===== src/rtl/ser_frame_router.sv =====
// rtl/ser_frame_router.sv - serial frame receiver that routes data bits to addressed channels
//
// Receives frames of the form: start(0), address (ADDR_W, MSB first),
// length (LEN_W, MSB first), L data bits, optional even-parity bit.
// Data bits are forwarded to the addressed channel while it is valid.
//
// Ports:
//   clk          in   rising-edge system clock
//   rst          in   asynchronous reset, active-low
//   clkEn        in   bit strobe; serIn sampled only on enabled edges
//   serIn        in   serial line, idles high
//   serOut       out  per-channel routed data (serIn gated by channel valid)
//   serOutValid  out  one-hot channel valid during DATA
//   count_out    out  data bits remaining (current included), 0 outside DATA
//   busy         out  high whenever not IDLE
//   frameDone    out  one-clk pulse after the last bit of a frame
//   parityErr    out  one-clk pulse with frameDone on parity mismatch
module ser_frame_router #(
  parameter int ADDR_W    = 2,
  parameter int LEN_W     = 4,
  parameter int PARITY_EN = 1
) (
  input  logic                     clk,
  input  logic                     rst,
  input  logic                     clkEn,
  input  logic                     serIn,
  output logic [(1<<ADDR_W)-1:0]   serOut,
  output logic [(1<<ADDR_W)-1:0]   serOutValid,
  output logic [LEN_W-1:0]         count_out,
  output logic                     busy,
  output logic                     frameDone,
  output logic                     parityErr
);

  localparam int N  = 1 << ADDR_W;
  localparam int FW = (ADDR_W > LEN_W) ? ADDR_W : LEN_W;
  localparam int CW = $clog2(FW + 1);

  typedef enum logic [2:0] {
    S_IDLE,
    S_ADDR,
    S_LEN,
    S_DATA,
    S_PAR
  } state_t;

  state_t            state_q, state_d;
  logic [ADDR_W-1:0] addr_q, addr_d;
  logic [LEN_W-1:0]  count_q, count_d;
  logic [CW-1:0]     bit_cnt_q, bit_cnt_d;
  logic              par_q, par_d;
  logic              frame_done_q, frame_done_d;
  logic              parity_err_q, parity_err_d;
  logic [LEN_W-1:0]  len_next;

  always_ff @(posedge clk or negedge rst) begin
    if (!rst) begin
      state_q      <= S_IDLE;
      addr_q       <= '0;
      count_q      <= '0;
      bit_cnt_q    <= '0;
      par_q        <= 1'b0;
      frame_done_q <= 1'b0;
      parity_err_q <= 1'b0;
    end else begin
      state_q      <= state_d;
      addr_q       <= addr_d;
      count_q      <= count_d;
      bit_cnt_q    <= bit_cnt_d;
      par_q        <= par_d;
      frame_done_q <= frame_done_d;
      parity_err_q <= parity_err_d;
    end
  end

  always_comb begin
    state_d      = state_q;
    addr_d       = addr_q;
    count_d      = count_q;
    bit_cnt_d    = bit_cnt_q;
    par_d        = par_q;
    // Pulses are not held by clkEn: they clear on the very next clk edge.
    frame_done_d = 1'b0;
    parity_err_d = 1'b0;
    // The length field is assembled in count_q; len_next is the full value
    // once the final length bit is shifted in.
    len_next     = LEN_W'({count_q, serIn});

    if (clkEn) begin
      case (state_q)
        S_IDLE: begin
          if (!serIn) begin
            state_d   = S_ADDR;
            bit_cnt_d = '0;
            par_d     = 1'b0;
          end
        end
        S_ADDR: begin
          addr_d = ADDR_W'({addr_q, serIn});
          if (bit_cnt_q == CW'(ADDR_W - 1)) begin
            state_d   = S_LEN;
            bit_cnt_d = '0;
          end else begin
            bit_cnt_d = bit_cnt_q + CW'(1);
          end
        end
        S_LEN: begin
          count_d = len_next;
          if (bit_cnt_q == CW'(LEN_W - 1)) begin
            bit_cnt_d = '0;
            if (len_next != '0) begin
              state_d = S_DATA;
            end else if (PARITY_EN != 0) begin
              state_d = S_PAR;
            end else begin
              state_d      = S_IDLE;
              frame_done_d = 1'b1;
            end
          end else begin
            bit_cnt_d = bit_cnt_q + CW'(1);
          end
        end
        S_DATA: begin
          par_d   = par_q ^ serIn;
          count_d = count_q - LEN_W'(1);
          // Exit at 1 so the counter never wraps through zero.
          if (count_q == LEN_W'(1)) begin
            if (PARITY_EN != 0) begin
              state_d = S_PAR;
            end else begin
              state_d      = S_IDLE;
              frame_done_d = 1'b1;
            end
          end
        end
        S_PAR: begin
          state_d      = S_IDLE;
          frame_done_d = 1'b1;
          parity_err_d = (serIn != par_q);
        end
        default: begin
          state_d = S_IDLE;
        end
      endcase
    end
  end

  assign serOutValid = (state_q == S_DATA) ? (N'(1) << addr_q) : '0;
  assign serOut      = serOutValid & {N{serIn}};
  assign count_out   = (state_q == S_DATA) ? count_q : '0;
  assign busy        = (state_q != S_IDLE);
  assign frameDone   = frame_done_q;
  assign parityErr   = parity_err_q;

endmodule

===== config.mk =====
export PLATFORM = sky130hd
export DESIGN_NAME = ser_frame_router
export DESIGN_NICKNAME = d
export VERILOG_FILES = /design/src/rtl/ser_frame_router.sv
export SDC_FILE = /design/constraint.sdc
export NUM_CORES = 1
export LEC_CHECK = 0
export CORE_MARGIN = 2
export CORE_UTILIZATION = 53
export CTS_CLUSTER_SIZE = 10
export DETAILED_ROUTE_END_ITERATION = 10
export HOLD_SLACK_MARGIN = 0.05
export MAX_ROUTING_LAYER = met4
export PLACE_DENSITY = 0.81
export SETUP_SLACK_MARGIN = 0.02
export SLEW_MARGIN = 20
export SYNTH_ARGS = -nofsm -noshare
export SYNTH_HDL_FRONTEND = slang
export SYNTH_SLANG_ARGS = --single-unit
export TNS_END_PERCENT = 30

===== constraint.sdc =====
create_clock -name clk -period 3.2 [get_ports clk]
set_clock_uncertainty 0.05 [all_clocks]
set_input_delay 0.48 -clock clk [delete_from_list [all_inputs] [get_ports clk]]
set_output_delay 0.48 -clock clk [all_outputs]
set_load 0.02 [all_outputs]

==> reports/summary.md <==
Setup path
* flop — startpoint class of the critical path
* 4 — depth of the worst register-to-register path
* 0.65 ns — CP peak stage delay
* output pin — Critical Path End Type
* state_q[0] — FF-to-FF Start
* state_q[2] — Critical R2R Capture
* dfrtp_1 — cell type of the slowest stage on the worst timing path
* 2.22 ns — Arrival @ worst endpoint
* 16 — top fanout value on the critical path
* serOut[2] — Setup crit end
* reg2out — crit path kind
* nand3b_1, nor3_1, clkdlybuf4s50_1 — cell-by-cell listing of the critical path
* 1.46 ns — setup slack of the worst register-to-register path
* state_q[0] — Critical Path Start
* 2.67 ns — required time worst endpoint

STA
* 0 ns — setup TNS
* 54.7% — Slew HR
* 363 MHz — Peak Freq
* 0 — endpoints failing setup
* 2.75 ns — post-route minimum period
* false — RSZ-0062 raised after global routing
* 0 — final hold viol count
* 0 — Final Slew Violations
* 0.678 ns — transition time of the tightest slew-check pin
* 86.1% — Tcrit/Tclk final
* 0.465 ns — Worst Hold Margin
* 0.445 ns — final worst setup slack

Clocking
* clkbuf_4 — cell chosen for the clock root
* 3 — clock buffers created by TritonCTS
* yes — clock tree from TritonCTS
* 0 — number of hold buffers added after cts
* 0.28 ns — Clk Latency, worst-skew pair
* 15 — total clock sinks
* 0 — post-cts sizing count
* 0 — Post-CTS Setup Inserts
* 0.09 ns — clock slew at the register clock pins of the worst setup and hold paths
* 1 — maximum level of the CTS H-tree
* 2 — worst-case clock buffer depth

Flow run
* 0 — Maximum Capacitance Violations

Global routing
* 3.36 mm — wire length of the first global-routing pass
* 784 — number of global-route vias before repair
* 22.0% — aggregate global-route resource usage
* 17 — maximum number of pins on one net before global-route repair
* 0 — number of antenna violations at the first check in global routing
* 0 — total global routing overflow

Routing
* 36 — Detailed Route Iter0 Violations
* 2.05 mm — Total Wirelength
* 5 — Initial DRT Pass Iterations
* 0 — Final ANT Viol Nets
* 0 — Post-route DRC
* 883 — via count
* 5.66 — vias per std cell
* 13.1 µm — WL/cell

Yosys
* dfrtp_1 — most frequent cell after synthesis
* 19.7% — Compound-Gate Fraction of Synth Area
* 112 — gate count after technology mapping
* 4.23% — mux contribution to synthesized area
* 37.3% — top-area cell type share of the netlist area
* dfrtp_1, ha_1, nand2_1 — ranking of synthesized cells by area
* 0.871% — xor-xnor portion of the synthesized cell area
* dfrtp_1, nand2_1, inv_1, nor2_1, ha_1 — top post-synthesis cells by count
* 24.6% — Synth Area in Simple Gates
* 0 — Post-synth EDFFs
* simple AND/OR/NAND/NOR gates — combinational family with the most area after synthesis
* 7.46% — post-synthesis share of cell area spent on full adders, half adders and majority gates
* 122 — post-synth net total
* 37.3% — share of synthesized area occupied by flip-flops and latches
* 1010 µm² — post-synth design cell area
* dfrtp_1 — predominant post-synthesis flop cell
* dfrtp_1 — area leader, netlist
* 0 — Syn. warnings
* 8.98 µm² — mean post-synth cell area
* 38 — synth unique cells
* 100% — asr flop ratio synth
* 15 — #FFs+latches synth

Place
* 0.943 — final weighted congestion of routability-driven global placement
* 152 — number of instances in the placed design
* 18 — quantity of I/O buffers inserted on ports
* 1200 µm² — post-detailed-placement cell area
* 1.54 mm — total half-perimeter wirelength after legalization and detailed placement
* 0.783 ns — worst setup slack before clock tree synthesis

Layout
* 1230 µm² — Post-Layout Inst Area
* 0 — number of diodes added for antenna fixing
* 8.40% — share of layout cells above drive strength 1
* 142 — Nets
* 156 — post-layout instance count excluding filler cells
* 69.5% — final core occ
* 21.9% — synthesis-to-finish area growth
* 148 — number of inserted filler cells in the final layout

Pwr
* 1.08 mW — total power after layout
* 0.536 nW — LEAKAGE
* 587 µV — Worst VDD drop
* 878 nW/µm² — power density normalized to cell area

Floorplan
* 15 — Row Count
* 19 — Boundary Pins
* 1760 µm² — Core Area
* 57.0% — initial standard-cell utilization of the core
* 2260 µm² — overall die area
* 47.6 µm — horizontal extent of the die
* 47.6 µm — vertical extent of the die

Min path
* reg2reg — worst hold path type
* bit_cnt_q[1] — start point of the worst min-delay path

Outcome
* completed — result of the run

area by class of cell:
cell class / instances / area, µm² / share of cell area (%)
Sequential cell: 15 / 375 / 30.6
Multi-Input combinational cell: 84 / 572 / 46.6
Inverter: 9 / 33.8 / 2.76
Clock buffer: 4 / 26.3 / 2.14
Timing Repair Buffer: 19 / 188 / 15.3
Tap cell: 25 / 31.3 / 2.55
power breakdown:
group | switching, mW | total [mW] | internal, mW | leakage, nW
logic | 0.300 | 0.568 | 0.268 | 0.331
registers | 0.134 | 0.399 | 0.265 | 0.190
clock network | 0.0614 | 0.110 | 0.0484 | 0.0150
total | 0.496 | 1.08 | 0.581 | 0.536
registers in the layout, indices dropped and copies added (netlist names):
| register | cells |
|---|---|
| count_q | 4 |
| bit_cnt_q | 3 |
| state_q | 3 |
| addr_q | 2 |
| frameDone | 1 |
| par_q | 1 |
| parityErr | 1 |
worst max-delay path: cells and delay by family (launching register included):
family	cells	cell delay, ns
flops	1	0.65
simple gates	2	0.65
buf+inv	1	0.63
cell usage in the layout (no fill, tap or decap), types with 2 or more instances in the layout:
cell type        instances
nor4_1                   3
o21ai_0                  4
mux2i_1                  2
clkbuf_4                 3
nor3_1                   4
and2_1                   2
and3_1                   2
nand2_1                 10
nand2b_1                 4
ha_1                     6
inv_1                    9
a21o_1                   3
clkdlybuf4s50_1         18
o22a_1                   2
nand3_1                  2
a21oi_1                  5
mux2_2                   2
a31oi_1                  2
nand3b_1                 2
nor2b_1                  4
dfrtp_1                 15
nor2_1                   9
metal layers:
metal,part of all wire [%],up-vias,global-route usage [%]
met1,48,411,30.1
met3,5.3,4,2.26
met2,45,32,33.0
li1,-,436,-
met4,1.7,0,9.73
met5,0,-,-
cells by family after synthesis:
kind of cell	count (synthesis)
compound gates	26
simple gates	47
fa+ha+maj	6
xor+xnor	1
buf+inv	13
flops	15
mux	4
worst min path at each step:
stage,to,slack (ns),cells past startpoint
after CTS,bit_cnt_q[1],0.47,1
final,bit_cnt_q[1],0.47,1
after detailed placement,bit_cnt_q[1],0.45,1
after floorplan,addr_q[0],0.13,0
after global routing,bit_cnt_q[1],0.49,1
after global placement,bit_cnt_q[1],0.44,1
(Power assumes the default switching activity.)
